## config.mk

```make
export PLATFORM = sky130hd
export DESIGN_NAME = fetch_prefetch_unit
export DESIGN_NICKNAME = d
export VERILOG_FILES = /design/src/rtl/fetch_prefetch_unit.sv
export SDC_FILE = /design/constraint.sdc
export NUM_CORES = 1
export LEC_CHECK = 0
export CAP_MARGIN = 30
export CORE_ASPECT_RATIO = 0.6
export CORE_MARGIN = 2
export CORE_UTILIZATION = 56
export DETAILED_ROUTE_END_ITERATION = 10
export HOLD_SLACK_MARGIN = 0.15
export PLACE_DENSITY_LB_ADDON = 0.12
export SYNTH_ARGS = -nofsm -noshare
export SYNTH_HDL_FRONTEND = slang
export SYNTH_SLANG_ARGS = --single-unit
```

## constraint.sdc

```tcl
create_clock -name clk -period 17.7 [get_ports clk]
set_input_delay 2.655 -clock clk [delete_from_list [all_inputs] [get_ports clk]]
set_output_delay 2.655 -clock clk [all_outputs]
set_load 0.03 [all_outputs]
```

## src/rtl/fetch_prefetch_unit.sv

```systemverilog
// Instruction-fetch stage: issues one word read per cycle and buffers {pc, instr}
// pairs in a DEPTH-entry queue ahead of decode, with redirect, debug step and load mode.
module fetch_prefetch_unit #(
  parameter int                ADDR_W   = 32,
  parameter int                DATA_W   = 32,
  parameter int                DEPTH    = 4,
  parameter logic [ADDR_W-1:0] RESET_PC = '0
) (
  input  logic              clk,
  input  logic              rst,
  input  logic              redirect,
  input  logic [ADDR_W-1:0] redirect_pc,
  input  logic              out_ready,
  output logic              out_valid,
  output logic [ADDR_W-1:0] out_pc,
  output logic [ADDR_W-1:0] out_next_pc,
  output logic [DATA_W-1:0] out_instr,
  output logic              imem_rd,
  output logic              imem_we,
  output logic [ADDR_W-1:0] imem_addr,
  output logic [DATA_W-1:0] imem_wdata,
  input  logic [DATA_W-1:0] imem_rdata,
  input  logic              load_mode,
  input  logic [ADDR_W-1:0] load_addr,
  input  logic [DATA_W-1:0] load_data,
  input  logic              load_we,
  input  logic              dbg_stop,
  input  logic              dbg_step,
  output logic [ADDR_W-1:0] dbg_pc
);

  localparam int PW = $clog2(DEPTH);
  localparam int CW = PW + 1;
  localparam int LW = PW + 2;

  logic [ADDR_W-1:0] fetch_pc;
  logic [ADDR_W-1:0] inflight_pc;
  logic [ADDR_W-1:0] q_pc    [DEPTH];
  logic [DATA_W-1:0] q_instr [DEPTH];
  logic [PW-1:0]     rd_ptr;
  logic [PW-1:0]     wr_ptr;
  logic [CW-1:0]     count;
  logic              inflight;
  logic              kill;
  logic              step_pending;

  logic              flush;
  logic              pop;
  logic              push;
  logic              credit;
  logic              issue;
  logic              step_next;
  logic [LW-1:0]     level;

  // NOTE: every always_comb output gets a default first so no path can infer a latch.
  always_comb begin
    flush     = load_mode | redirect;
    out_valid = (count != '0) & ~load_mode;
    pop       = out_valid & out_ready;
    push      = inflight & ~kill & ~flush;
    // Occupancy the queue will have once the outstanding read lands.
    level     = LW'(count) + LW'(inflight) - LW'(pop);
    credit    = level < LW'(DEPTH);
    issue     = ~rst & ~load_mode & ~redirect & credit &
                (~dbg_stop | step_pending | dbg_step);

    step_next = step_pending;
    if (flush || !dbg_stop) step_next = 1'b0;
    else if (issue)         step_next = 1'b0;
    else if (dbg_step)      step_next = 1'b1;
  end

  assign imem_rd     = issue;
  assign imem_we     = ~rst & load_mode & load_we;
  assign imem_addr   = load_mode ? load_addr : fetch_pc;
  assign imem_wdata  = load_data;
  assign out_pc      = q_pc[rd_ptr];
  assign out_instr   = q_instr[rd_ptr];
  assign out_next_pc = out_pc + ADDR_W'(1);
  assign dbg_pc      = fetch_pc;

  // NOTE: sequential state uses non-blocking assignments so all registers update together.
  always_ff @(posedge clk or posedge rst) begin
    if (rst) begin
      fetch_pc     <= RESET_PC;
      inflight     <= 1'b0;
      inflight_pc  <= '0;
      kill         <= 1'b0;
      step_pending <= 1'b0;
    end else begin
      inflight     <= issue;
      step_pending <= step_next;
      // A read outstanding at redirect belongs to the abandoned path.
      kill         <= redirect & ~load_mode & inflight;
      if (issue) inflight_pc <= fetch_pc;
      if (load_mode)     fetch_pc <= RESET_PC;
      else if (redirect) fetch_pc <= redirect_pc;
      else if (issue)    fetch_pc <= fetch_pc + ADDR_W'(1);
    end
  end

  // NOTE: the queue storage is reset so the head fields read zero out of reset.
  always_ff @(posedge clk or posedge rst) begin
    if (rst) begin
      rd_ptr <= '0;
      wr_ptr <= '0;
      count  <= '0;
      for (int i = 0; i < DEPTH; i++) begin
        q_pc[i]    <= '0;
        q_instr[i] <= '0;
      end
    end else if (flush) begin
      rd_ptr <= '0;
      wr_ptr <= '0;
      count  <= '0;
    end else begin
      if (push) begin
        q_pc[wr_ptr]    <= inflight_pc;
        q_instr[wr_ptr] <= imem_rdata;
        wr_ptr          <= wr_ptr + PW'(1);
      end
      if (pop) rd_ptr <= rd_ptr + PW'(1);
      if (push && !pop)      count <= count + CW'(1);
      else if (pop && !push) count <= count - CW'(1);
    end
  end

  a_no_overflow : assert property (@(posedge clk) disable iff (rst)
    !(push && !pop && count == CW'(DEPTH)));

endmodule

```

Word-level counts from Yosys, hierarchy flattened:

Index checks and enable logic that the tools add are counted.

* flip-flop bits (word level): 330
* bits of input ports: 136
* output and inout bits: 195
* logic and storage cells: 89

* add/sub/neg operators: 8
* magnitude comparators: 4
* mux-type cells: 24
* bitwise gates (word level): 23
* reductions and logical operators: 14

Operators by type and width (number)
* $mux W32: 9
* $bwmux W128: 2
* $bmux W32 S2: 2
* $add A32 B1 Y32 const B: 2
* $demux W32 S2: 1
* $and A1 B1 Y1: 12
* $reduce_bool A3 Y1: 4
* $mux W3: 3
* $mux W2: 4
* $ge A3 B3 Y1 const B: 2
* $not A1 Y1: 6
* $not A2 Y3: 2
* $add A2 B1 Y2 const B: 2
* $add A3 B1 Y4: 1
* $lt A4 B3 Y1 const B: 1
* $reduce_bool A2 Y1: 2
* $sub A4 B1 Y4: 1
* $add A3 B1 Y3 const B: 1
* $logic_and A1 B1 Y1: 3
* $logic_not A1 Y1: 3
* $lt A3 B1 Y1 const B: 1
* $mux W1: 3
* $or A1 B1 Y1: 3
* $sub A3 B1 Y3 const B: 1
* 2 further kinds: 2

Depth between registers and ports, before layout:

Gate-level depths: netlist of the first run.

* word-level depth: 10
* gate-level depth with buffers: 14
* depth with buffers taken out: 12

Least setup slack after synthesis of the first run:

OpenSTA, ideal clock, no wires.

* path type: input port to output port
* from: input port rst
* to: output port imem_we
* data arrival time: 10.501 ns
* data required time: 15.045 ns
* slack: 4.544 ns
* stages: 2
* path buffers: 0
* cell sequence: inv_1 > and3_1

* cells in the longest elaborated chain, start to end: 3

Ends and longest elaborated chain
* start, declared: RTL line 10 `input logic rst,`
* $not A1 Y1: RTL line 74 `assign imem_we = ~rst & load_mode & load_we;`
* $and A1 B1 Y1 (2 in series): RTL line 74
* end, declared: RTL line 19 `output logic imem_we,`

Every way passes these cells.

Worst setup path after layout of the first run:

* from: input port load_mode
* to: output port imem_rd

* cells in the longest elaborated chain, start to end: 7
* elaborated cells on any way between the ends: 9
* classes of those cells: 1 x add/sub; 1 x order compare; 7 x bitwise

Ends and longest elaborated chain
* start, declared: RTL line 23 `input logic load_mode,`
* $not A1 Y1 *: RTL line 58, 64
* $and A1 B1 Y1: RTL line 58 `out_valid = (count != '0) & ~load_mode;`
* $and A1 B1 Y1: RTL line 59 `pop = out_valid & out_ready;`
* $sub A4 B1 Y4: RTL line 62 `level = LW'(count) + LW'(inflight) - LW'(pop);`
* $lt A4 B3 Y1: RTL line 63 `credit = level < LW'(DEPTH);`
* $and A1 B1 Y1 * (2 in series): RTL line 64 `issue = ~rst & ~load_mode & ~redirect & credit &`
* end, declared: RTL line 18 `output logic imem_rd,`

Every way passes the cells marked *; elsewhere a longest branch is shown, timed or not.

==> results_dict.tcl, run 1 <==
set metrics [dict create \
    status "finished, final reports clean" \
    final.min_clock_period_ns 8.80 \
    fillers 1927 \
    cts_buffer_depth 3 \
    syn_to_final_growth_pct 25.2 \
    mean_instance_size_in_the_synthesized_netlist_um2 13.1 \
    number_of_ports_placed_on_the_die_boundary 331 \
    cpLargestDelayFamily "buffers and inverters" \
    multi_input_comb_area_um2 7040 \
    yosys.area_share.adder 0.00836 \
    final-seq-area_um2 8270 \
    post_drt_via_cell_ratio 5.89 \
    ctsHoldBuffers 0 \
    buffer_and_inverter_count_on_the_worst_path 6 \
    synth-compound-area-share 0.0343 \
    grt_pass1_wl_mm 61.9 \
    min_period_over_period 0.497 \
    gp_routability_congestion 0.876 \
    placementRows 47 \
    synth-main-ff-cell "dfrtp_1" \
    synth_warn 0 \
    dpl_cell_area_um2 18700 \
    critical_path_s_slowest_cell "clkdlybuf4s50_1" \
    critical_path_peak_fanout 67 \
    finClkSkew_ns 0.0170 \
    num_antenna_cells 0 \
    synth.area.top_cells "dfrtp_1 (52%), mux2_2 (20%), mux4_2 (9.1%)" \
    synth_enable_flop_cells 0 \
    die_height_um 134 \
    timing.hold.ws_ns 0.502 \
    drtAntennaViolNets 0 \
    drt-wirelength-per-cell_um 21.3 \
    clock_net_sink_count 330 \
    post_synth_inst_count 1211 \
    wl_mm 38.6 \
    synth.largest_area_cell "dfrtp_1" \
    antenna_found_initial 0 \
    synth_nets 1357 \
    final_net_count 1573 \
    grt_start_max_net_pins 80 \
    mostFrequentLayoutCell "dfrtp_1" \
    synthDistinctLibCells 50 \
    design_area_um2 19900 \
    drive_above_1_share 0.303 \
    cts_setup_buffers 0 \
    critical-path-max-stage-delay_ns 0.68 \
    globalRoute.totalOverflow 0 \
    slew_viol_final 0 \
    worst_skew_pair.late_latency_ns 0.57 \
    power-per-cell-area_nw_per_um2 97.8 \
    share_of_synthesized_flip_flops_with_an_asynchronous_set_or_reset 1.00 \
    worstSetupStartpointType "input pin" \
    fp.dieArea_um2 29700 \
    max_freq_mhz 114 \
    setup_violations 0 \
    report.final.hold_viol_count 0 \
    htree_num_levels 1 \
    timing.critical_path.to_type "primary output" \
    worst-endpoint-arrival_ns 6.15 \
    drc 0 \
    crit_type "in2out" \
    core_region_area_um2 27700 \
    inserted_clock_buffers 30 \
    worst_ep_required_time_ns 15.05 \
    hold_path_class "reg2reg" \
    synth.top_cell.area_share 0.520 \
    detailed_place_hpwl_mm 25.8 \
    drtIter0Drc 773 \
    clockRootBuffer "clkbuf_16" \
    vdd_drop_max_mv 0.0752 \
    placement.io_buffers 266 \
    worst_slew_pin_slew_ns 0.958 \
    cts_resized 0 \
    gr-usage-all-layers 0.260 \
    maxSlewHeadroom 0.362 \
    drtPass1Iterations 4 \
    via_count 10700 \
    yosys.area_share.simple 0.0787 \
    power_leakage_nw 9.11 \
    cp_cell_instances "buf_2 > buf_4 > nor3b_2 > ha_1 > inv_1 > ha_1 > and3b_1 > nor4_1 > o21ai_4 > buf_4 > inv_2 > clkdlybuf4s50_1" \
    postLayoutCoreUtil 0.717 \
    synth_xor_xnor_area_share 0.0265 \
    ys_seq_elements 330 \
    die-width_um 221 \
    leading_cell_types_in_the_layout_fill_and_taps_excluded "dfrtp_1 (328), mux2_2 (284), clkdlybuf4s50_1 (265), nand2_1 (131), mux4_2 (64)" \
    initial_core_util 0.573 \
    setup_tns_ns 0 \
    timing.max_cap.violations 0 \
    synth_mux_area_frac 0.293 \
    cts.reportedPaths.clkPinSlew_ns 0.06 \
    syn_area_um2 15900 \
    number_of_global_route_vias_before_repair 11100 \
    synth_top_family_by_area "multiplexers" \
    rsz_0062_raised_after_global_routing "false" \
    tritoncts "yes" \
    yosysSeqAreaShare 0.520 \
]
-- report_power, final --
| group | internal [W] | leakage [nW] | switching [W] | total [W] |
|---|---|---|---|---|
| logic | 0.000174 | 4.04 | 0.000201 | 0.000375 |
| clock network | 0.000437 | 0.546 | 0.000296 | 0.000733 |
| registers | 0.000798 | 4.52 | 0.0000360 | 0.000834 |
-- final cells by class --
class | instances | share of cell area
sequential | 330 | 0.416
multi-input combinational | 762 | 0.354
timing repair buffer | 283 | 0.146
clock buffer | 38 | 0.0418
tap | 367 | 0.0231
clock inverter | 18 | 0.0150
inverter | 20 | 0.00416
-- flip-flops by register name, summed over array words and instances (netlist names) --
signal and flops:
q_pc 128, rd_ptr 2, step_pending 1, kill 1, inflight_pc 32, dbg_pc 32
inflight 1, q_instr 128, count 3, wr_ptr 2
-- worst paths after layout --
kind	from	to	slack [ns]	cells after the start
worst max-delay path	load_mode	imem_rd	8.90	12
worst min-delay path	q_pc[48]	q_pc[48]	0.50	1
worst max register to register	count[0]	dbg_pc[18]	13.30	14
worst min register to register	q_pc[48]	q_pc[48]	0.50	1
max in group asynchronous	rst	q_instr[37]	11.75	7
min in group asynchronous	rst	dbg_pc[6]	2.59	2
-- Yosys cell counts (2+ instances only) --
library cell	instances
buf_4	34
ha_1	9
o31ai_1	3
a2111oi_0	7
and3_1	14
mux2_2	284
xor2_1	12
nor3_2	2
nand2_1	135
or2_1	2
mux4_2	64
or2_2	2
clkbuf_1	46
nand4_1	8
dfrtp_1	330
and2_1	3
a32o_1	4
o21ai_0	23
nor2_1	43
nor3_1	16
nand3_1	26
nor4_2	2
a211oi_1	12
a21oi_1	25
nand2b_1	3
buf_2	16
o22ai_1	3
inv_1	18
buf_6	3
and4_1	7
xnor2_1	36
-- per-layer routing --
metal	up-vias	wire [um]	global-route usage
li1	4790	-	-
met5	-	0	0
met2	302	17900	0.404
met3	57	2200	0.0541
met4	0	702	0.0582
met1	5567	17800	0.381
-- through the flow --
stage	std cells	power (W)	setup slack (ns)
floorplan	1211	0.00107	4.54
global placement	1756	0.00121	8.98
detailed placement	1761	0.00122	8.90
CTS	1817	0.00195	8.90
global route	1818	0.00201	8.63
finish	1818	0.00194	8.90
-- worst reg2reg max path: stages, from the launching register on --
cell,delay [ns]
dfrtp_1,0.42
nor3_1,0.54
nor3b_2,0.20
ha_1,0.24
inv_1,0.05
ha_1,0.21
and3b_1,0.18
nor4_1,0.54
o21ai_4,0.10
buf_4,0.36
inv_2,0.13
buf_4,0.35
nand2_1,0.26
xnor2_1,0.42
o21ai_0,0.23
-- logic make-up after synthesis --
family,after synthesis
flops,330
compound gates,85
buf+inv,119
xor+xnor,48
simple gates,270
mux,349
fa+ha+maj,10
Power figures use the tool's default switching activity.
==> inputs of run 2 (changes only) <==
--- a/config.mk
+++ b/config.mk
@@ -8,7 +8,7 @@
 export CAP_MARGIN = 30
 export CORE_ASPECT_RATIO = 0.6
 export CORE_MARGIN = 2
-export CORE_UTILIZATION = 56
+export CORE_UTILIZATION = 52
 export DETAILED_ROUTE_END_ITERATION = 10
 export HOLD_SLACK_MARGIN = 0.15
 export PLACE_DENSITY_LB_ADDON = 0.12
==> constraint.sdc (replaced) <==
create_clock -name clk -period 8.55 [get_ports clk]
set_input_delay 1.2825 -clock clk [delete_from_list [all_inputs] [get_ports clk]]
set_output_delay 1.2825 -clock clk [all_outputs]
set_load 0.03 [all_outputs]
==> run 2 against run 1 <==
Worst hold slack worse by 0.0016 ns. Routed wire length down 0.80%. Via count down 0.32%. Highest routed layer unchanged. Sequential power up 110%. Clock power up 81%.
==> results_dict.tcl, run 2 (synthesized netlist as in run 1, its figures left out) <==
set metrics [dict create \
    grt_use_met2 0.370 \
    grt_pass1_wl_mm 62.0 \
    critical-path-max-stage-delay_ns 0.76 \
    worst-endpoint-arrival_ns 4.79 \
    ctsHoldBuffers 0 \
    detailed_place_hpwl_mm 25.8 \
    drtPass1Iterations 5 \
    mostFrequentLayoutCell "dfrtp_1" \
    maxSlewHeadroom 0.350 \
    cts_resized 0 \
    min_period_over_period 0.710 \
    critical_path_peak_fanout 35 \
    tritoncts "yes" \
    internal_power_w 0.00276 \
    timing.hold.ws_ns 0.501 \
    timing.reg2reg.setup_slack_ns 4.51 \
    report.final.hold_viol_count 0 \
    power.share.sequential 0.452 \
    antenna_found_initial 0 \
    worst_slew_pin_slew_ns 0.974 \
    worst_skew_pair.late_latency_ns 0.57 \
    clockRootBuffer "clkbuf_16" \
    number_of_ports_placed_on_the_die_boundary 331 \
    worst_ep_required_time_ns 7.27 \
    leading_cell_types_in_the_layout_fill_and_taps_excluded "dfrtp_1 (328), mux2_2 (284), clkdlybuf4s50_1 (265), nand2_1 (131), mux4_2 (64)" \
    power.net_switching_w 0.00107 \
    beginning_of_the_worst_hold_path "q_pc[41]" \
    num_antenna_cells 0 \
    drt-wirelength-per-cell_um 20.7 \
    die-width_um 230 \
    globalRoute.totalOverflow 0 \
    final_net_count 1571 \
    drtAntennaViolNets 0 \
    worstHoldPathCells 1 \
    vdd_drop_max_mv 0.165 \
    syn_to_final_growth_pct 24.2 \
    drtIter0Drc 703 \
    power.share.combinational 0.202 \
    cts_buffer_depth 3 \
    reg2reg_to "dbg_pc[21]" \
    power-per-cell-area_nw_per_um2 194 \
    inserted_clock_buffers 30 \
    wl_mm 38.3 \
    grt_most_used_layer "met2" \
    worstSetupStartpointType "input pin" \
    rsz_0062_raised_after_global_routing "false" \
    htree_num_levels 1 \
    global_route_met1_usage 0.364 \
    timing.rr.start "count[0]" \
    worst_case_hold_path_end_point "q_pc[41]" \
    cts.reportedPaths.clkPinSlew_ns 0.06 \
    cp_cell_instances "clkdlybuf4s50_1 > nor3b_2 > ha_1 > inv_1 > ha_1 > and3b_1 > nor4_1 > o21ai_4 > inv_2 > buf_4 > clkdlybuf4s50_1" \
    gp_routability_congestion 0.927 \
    setup_tns_ns 0 \
    crit_type "in2out" \
    setup_violations 0 \
    slew_viol_final 0 \
    max_freq_mhz 165 \
    gr-usage-all-layers 0.243 \
    die_height_um 139 \
    placementRows 49 \
    post_drt_via_cell_ratio 5.76 \
    finClkSkew_ns 0.0174 \
    status "finished, final reports clean" \
    clock_power_share 0.346 \
    timing.critical_path.to_type "primary output" \
    placement.io_buffers 266 \
    hold_path_class "reg2reg" \
    drive_above_1_share 0.297 \
    cell_depth_of_the_worst_flop_to_flop_path 12 \
    power_leakage_nw 9.01 \
    grt_start_max_net_pins 125 \
    number_of_global_route_vias_before_repair 11000 \
    switching_share 0.279 \
    fp.dieArea_um2 32000 \
    timing.max_cap.violations 0 \
    core_region_area_um2 30000 \
    clock_net_sink_count 330 \
    critical_path_s_slowest_cell "clkdlybuf4s50_1" \
    initial_core_util 0.529 \
    via_count 10700 \
    cts_setup_buffers 0 \
    grt.met3_usage 0.0527 \
    drc 0 \
    final.min_clock_period_ns 6.07 \
    largestRegisters "q_instr (128), q_pc (128)" \
]
[run 2: critical path: cells and delay by family]
family | cells | cell delay (ns)
fa+ha+maj | 2 | 0.51
compound gates | 1 | 0.13
simple gates | 3 | 1.21
buf+inv | 5 | 1.65
[run 2: stage by stage]
| stage | cell area [um2] | utilization | total power (W) | std cells | setup slack [ns] |
|---|---|---|---|---|---|
| 6_report | 19700 | 0.658 | 0.00383 | 1854 | 2.48 |
| 5_1_grt | 19700 | 0.658 | 0.00399 | 1854 | 2.29 |
| 4_1_cts | 19700 | 0.658 | 0.00387 | 1854 | 2.50 |
| 3_5_place_dp | 18700 | 0.625 | 0.00254 | 1801 | 2.51 |
| 3_3_place_gp | 18600 | 0.622 | 0.00252 | 1797 | 2.69 |
| 2_1_floorplan | 15900 | - | 0.00222 | 1211 | 0.126 |
[run 2: per-layer routing]
metal,wire [um],part of all wire
met5,0,0
met1,17900,0.47
met2,17400,0.45
met3,2350,0.061
met4,660,0.017
[run 2: how the worst max path moves through the flow]
stage / slack (ns) / depth (start not counted) / start / end
5_1_grt: 2.29 / 11 / out_ready / imem_rd
4_1_cts: 2.50 / 11 / out_ready / imem_rd
3_5_place_dp: 2.51 / 11 / out_ready / imem_rd
2_1_floorplan: 0.13 / 2 / rst / imem_we
3_3_place_gp: 2.69 / 11 / out_ready / imem_rd
6_report: 2.48 / 11 / out_ready / imem_rd
[run 2: final cells by class]
type	count	area, um2
Fill cell	2216	10300
Sequential cell	330	8270
Multi-Input combinational cell	762	7040
Timing Repair Buffer	281	2860
Clock buffer	48	940
Tap cell	408	510
Inverter	20	78.8
Clock inverter	5	31.3
[run 2: power by group through the flow]
stage               Clock (W)  Combinational (W)  Sequential, W
finish                0.00133           0.000774        0.00173
detailed placement          0           0.000780        0.00176
global route          0.00143           0.000819        0.00174
floorplan                   0           0.000483        0.00174
global placement            0           0.000768        0.00175
CTS                   0.00136           0.000782        0.00173
==> inputs of run 3 (changes only) <==
--- a/config.mk
+++ b/config.mk
@@ -8,7 +8,7 @@
 export CAP_MARGIN = 30
 export CORE_ASPECT_RATIO = 0.6
 export CORE_MARGIN = 2
-export CORE_UTILIZATION = 52
+export CORE_UTILIZATION = 47
 export DETAILED_ROUTE_END_ITERATION = 10
 export HOLD_SLACK_MARGIN = 0.15
 export PLACE_DENSITY_LB_ADDON = 0.12
==> constraint.sdc (replaced) <==
create_clock -name clk -period 5.23 [get_ports clk]
set_input_delay 0.7845 -clock clk [delete_from_list [all_inputs] [get_ports clk]]
set_output_delay 0.7845 -clock clk [all_outputs]
set_load 0.03 [all_outputs]
==> run 3 against run 2 <==
Register-to-register slack got worse by 3.1 ns. Largest cell class unchanged. Worst setup slack got worse by 2.0 ns. Critical path depth decreased by 4. Final cell count increased by 3.4%. Cell area up 0.69%. First-iteration DRC count down 4.4%. Critical path type is now reg2out. Via count shrank 0.55%. Sequential cell count unchanged. Core utilization down 6.5 points. Global-route usage shrank 1.5 points. Highest routed layer unchanged. Worst hold slack gained 0.00094 ns.
==> results_dict.tcl, run 3 (synthesized netlist as in run 1, its figures left out) <==
set metrics [dict create \
    number_of_global_route_vias_before_repair 11100 \
    critical-path-top-cell-by-count "and4_1" \
    cts_resized 0 \
    power_leakage_nw 9.06 \
    timing.critical_path.to_type "primary output" \
    crit_type "reg2out" \
    grt_start_max_net_pins 178 \
    drtIter0Drc 672 \
    gr-usage-all-layers 0.228 \
    buffer_and_inverter_count_on_the_worst_path 1 \
    setup_violations 0 \
    worst_ep_required_time_ns 4.45 \
    internal_power_w 0.00451 \
    largestRegisters "q_instr (128), q_pc (128)" \
    final.min_clock_period_ns 4.74 \
    maxSlewHeadroom 0.337 \
    cp_cell_instances "mux4_2 > and4_1 > and4_1 > and4_4 > nand4_1 > xnor2_1 > clkdlybuf4s50_1" \
    gp_routability_congestion 0.882 \
    globalRoute.totalOverflow 0 \
    clock_net_sink_count 330 \
    cts_setup_buffers 0 \
    finClkSkew_ns 0.0207 \
    grt_pass1_wl_mm 63.3 \
    rsz_0062_raised_after_global_routing "false" \
    drc 0 \
    hold_path_class "reg2reg" \
    core_region_area_um2 33500 \
    vdd_drop_max_mv 0.246 \
    via_count 10600 \
    die-width_um 241 \
    design_power_total_w 0.00632 \
    power-per-cell-area_nw_per_um2 318 \
    mostFrequentLayoutCell "dfrtp_1" \
    fillers 2744 \
    clockRootBuffer "clkbuf_16" \
    detailed_place_hpwl_mm 26.3 \
    switching_share 0.286 \
    report.final.hold_viol_count 0 \
    tritoncts "yes" \
    status "finished, final reports clean" \
    power.share.combinational 0.201 \
    min_period_over_period 0.906 \
    cts.reportedPaths.clkPinSlew_ns 0.06 \
    final_net_count 1578 \
    timing.max_cap.violations 0 \
    cts_buffer_depth 3 \
    max_freq_mhz 211 \
    power.net_switching_w 0.00181 \
    worst_skew_pair.late_latency_ns 0.57 \
    drt-wirelength-per-cell_um 20.6 \
    wl_mm 39.4 \
    inserted_clock_buffers 31 \
    die_height_um 146 \
    number_of_ports_placed_on_the_die_boundary 331 \
    fp.dieArea_um2 35300 \
    worstSetupStartpointType "flip-flop" \
    drive_above_1_share 0.304 \
    initial_core_util 0.474 \
    leading_cell_types_in_the_layout_fill_and_taps_excluded "dfrtp_1 (328), mux2_2 (284), clkdlybuf4s50_1 (264), nand2_1 (131), mux4_2 (64)" \
    drtAntennaViolNets 0 \
    slew_viol_final 0 \
    ctsHoldBuffers 0 \
    placementRows 52 \
    drtPass1Iterations 5 \
    postLayoutCoreUtil 0.593 \
    worst_slew_pin_slew_ns 0.994 \
    placement.io_buffers 266 \
    power.share.sequential 0.448 \
    critical_path_s_slowest_cell "dfrtp_4" \
    syn_to_final_growth_pct 25.1 \
    post_drt_via_cell_ratio 5.54 \
    clock_power_share 0.351 \
    critical-path-max-stage-delay_ns 0.85 \
    cpLargestDelayFamily "simple AND/OR/NAND/NOR gates" \
    worst-endpoint-arrival_ns 3.95 \
    antenna_found_initial 0 \
    htree_num_levels 1 \
    critical_path_peak_fanout 33 \
]
[run 3: changes by cell type in the layout (fill, tap and decap cells not counted), moves of 2 or more]
cell      before  now
buf_12         2    4
buf_4         10   16
clkbuf_8      10    5
clkinv_2       3    9
clkinv_4       0    3
[run 3: power groups by stage]
stage,sequential (W),combinational [W],clock (W)
floorplan,0.00285,0.000789,0
global placement,0.00287,0.00126,0
detailed placement,0.00288,0.00128,0
CTS,0.00283,0.00128,0.00229
global route,0.00285,0.00135,0.00240
finish,0.00283,0.00127,0.00222
[run 3: layout make-up]
cell class / count / area (um2) / share of cell area
sequential: 330 / 8270 / 0.416
multi-input combinational: 762 / 7040 / 0.354
timing repair buffer: 287 / 2900 / 0.146
clock buffer: 42 / 867 / 0.0437
tap: 459 / 574 / 0.0289
clock inverter: 16 / 126 / 0.00637
inverter: 20 / 78.8 / 0.00397
antenna: 1 / 2.50 / 0.000126
[run 3: final timing paths]
check,startpoint,to,slack (ns),depth (start not counted)
setup / recovery,rd_ptr[0],out_next_pc[27],0.49,7
hold / removal,q_instr[75],q_instr[75],0.50,1
setup reg to reg,count[0],dbg_pc[25],1.43,12
hold reg to reg,q_instr[75],q_instr[75],0.50,1
max in group asynchronous,rst,rd_ptr[0],2.66,4
min in group asynchronous,rst,dbg_pc[30],1.03,3
[run 3: per-layer routing]
layer	vias to the layer above	GRT usage	wire, um
li1	4793	-	-
met1	5510	0.345	18700
met2	271	0.345	18000
met3	49	0.0424	1960
met4	0	0.0488	743
met5	-	0	0
[run 3: stage by stage]
stage	instance area [um2]	hold WS, ns	TNS [ns]	setup slack (ns)	cells
finish	19900	0.502	0	0.493	1917
CTS	19900	0.502	0	0.415	1916
global placement	18800	0.481	0	0.897	1856
global route	19900	0.514	0	0.198	1916
detailed placement	18900	0.488	0	0.748	1858
floorplan	15900	0.474	-2.20	-2.20	1211
==> edit: new RTL, flow settings as in run 3 <==
Put one more register stage on the output `dbg_pc`, with the module's reset. The value now appears one clock later. The other outputs are not delayed to match.
--- a/src/rtl/fetch_prefetch_unit.sv
+++ b/src/rtl/fetch_prefetch_unit.sv
@@ -78,5 +78,11 @@
   assign out_instr   = q_instr[rd_ptr];
   assign out_next_pc = out_pc + ADDR_W'(1);
-  assign dbg_pc      = fetch_pc;
+  always_ff @(posedge clk or posedge rst) begin
+    if (rst) begin
+      dbg_pc <= '0;
+    end else begin
+      dbg_pc <= fetch_pc;
+    end
+  end
 
   // NOTE: sequential state uses non-blocking assignments so all registers update together.
Formal check against the unedited RTL: not equivalent (Yosys sat finds a counterexample within 4 cycles, from zero or initial values and one cycle with rst high).
==> edit against run 3 <==
Cell area increased by 5.6%. Routed wire length increased by 1.3%. Power increased by 17%. Synthesized cell count decreased by 2.8%. Largest power group unchanged. Synthesized area increased by 5.2%. Global-route usage decreased by 1.0 points. Sequential share of layout area increased by 1.6 points. Sequential cell count increased by 32. Largest cell class unchanged. Setup slack got worse by 0.11 ns.
==> edit: results (changes against run 3) <==
{
  "min_delay_worst_endpoint": {"value": "dbg_pc[10]"},
  "vdd.ir_drop.worst": {"value": 0.205, "unit": "mV", "change": "-17%"},
  "track_usage": {"value": 21.8, "unit": "%", "change": "-1.0 points"},
  "first_global_vias": {"value": 10800, "change": "-2.7%"},
  "gp_routability_congestion": {"value": 0.782, "change": "-11%"},
  "clk-insertion-delay-late": {"value": 0.53, "unit": "ns", "change": "-0.04 ns"},
  "number_of_cells_traversed_by_the_worst_hold_path": {"value": 0, "change": "-1"},
  "grtUsageMet3": {"value": 5.22, "unit": "%", "change": "+0.98 points"},
  "worst_slack": {"value": 0.386, "unit": "ns", "change": "-0.106 ns"},
  "pre_cts_ws": {"value": 0.727, "unit": "ns", "change": "-0.0209 ns"},
  "hold_path_origin": {"value": "fetch_pc[10]"},
  "post_synth_num_cell_types": {"value": 46, "change": "-8.0%"},
  "crit-reg2reg-launch": {"value": "count[2]"},
  "cts_buffers": {"value": 36, "change": "+16%"},
  "final.fill_count": {"value": 2737, "change": "-0.26%"},
  "detailedPlacementHpwl": {"value": 26.4, "unit": "mm", "change": "+0.43%"},
  "timing.critical_path.slowest_stage_cell": {"value": "clkdlybuf4s50_1"},
  "path_max_fanout": {"value": 16, "change": "-52%"},
  "route.detailed.vias_per_inst": {"value": 5.58, "change": "+0.66%"},
  "skew": {"value": 0.0158, "unit": "ns", "change": "-0.00494 ns"},
  "synth_top_cells_by_count": {"value": "362 x dfrtp_1, 310 x mux2_2, 64 x mux4_2"},
  "grt_first_pass_wirelength": {"value": 62.6, "unit": "mm", "change": "-1.1%"},
  "cellLeakagePower": {"value": 9.44, "unit": "nW", "change": "+4.2%"},
  "run_status": {"value": "completed"},
  "use_met1": {"value": 32.0, "unit": "%", "change": "-2.5 points"},
  "grt_start_max_net_pins": {"value": 177, "change": "-0.56%"},
  "final_nets": {"value": 1552, "change": "-1.6%"},
  "syn_nets": {"value": 1323, "change": "-2.5%"},
  "layout-drive-gt1-share": {"value": 32.9, "unit": "%", "change": "+2.5 points"}
}
==> edit: per-layer routing <==
metal	wire length (um)	vias to the layer above
li1	-	4788
met1	18700	5484
met2	18000	244
met3	2360	66
met4	901	0
met5	0	-
==> edit: cells by family after synthesis <==
| group | synth area share [%] |
|---|---|
| flip-flops | 54.3 |
| AND/OR/NAND/NOR | 5.55 |
| adder cells (fa/ha/maj) | 0.794 |
| buffers and inverters | 3.70 |
| AO/OA/AOI/OAI | 3.72 |
| XOR/XNOR | 2.31 |
| multiplexers | 29.7 |
==> edit: area by class of cell <==
cell class	instances	share of cell area, %
Clock buffer	48	4.90
Timing Repair Buffer	292	14.2
Tap cell	467	2.79
Antenna cell	1	0.0119
Clock inverter	13	0.710
Sequential cell	362	43.3
Inverter	24	0.448
Multi-Input combinational cell	690	33.7
==> edit: timing repair <==
action / 4_1_cts / 5_1_grt
setup endpoints to repair: 0 / 1
endpoints found under the hold margin: 0 / 0
buffers inserted: 0 / 2
resized for setup: 0 / 0
==> edit: power groups by stage <==
stage               registers (mW)  clock network [mW]  logic [mW]
detailed placement            3.24                   0        1.62
finish                        3.19                2.62        1.61
CTS                           3.20                2.70        1.63
floorplan                     3.20                   0       0.993
global route                  3.23                2.82        1.70
global placement              3.24                   0        1.60
==> edit: worst max path at each step <==
| stage | startpoint | cells after the start | end |
|---|---|---|---|
| 6_report | rd_ptr[0] | 6 | out_next_pc[31] |
| 3_5_place_dp | rd_ptr[1] | 6 | out_next_pc[31] |
| 4_1_cts | rd_ptr[1] | 6 | out_next_pc[31] |
| 5_1_grt | rd_ptr[0] | 6 | out_next_pc[31] |
| 3_3_place_gp | rd_ptr[1] | 6 | out_next_pc[31] |
| 2_1_floorplan | rst | 2 | imem_we |
==> edit: through the flow <==
stage	area (sq um)	power (mW)	util, %	instances	setup TNS (ns)
2_1_floorplan	16700	4.20	-	1177	-152.86
3_3_place_gp	19700	4.84	56.2	1830	0
3_5_place_dp	19700	4.87	56.4	1833	0
4_1_cts	20900	7.52	59.8	1894	0
5_1_grt	21000	7.75	59.9	1896	0
6_report	21000	7.42	59.9	1897	0
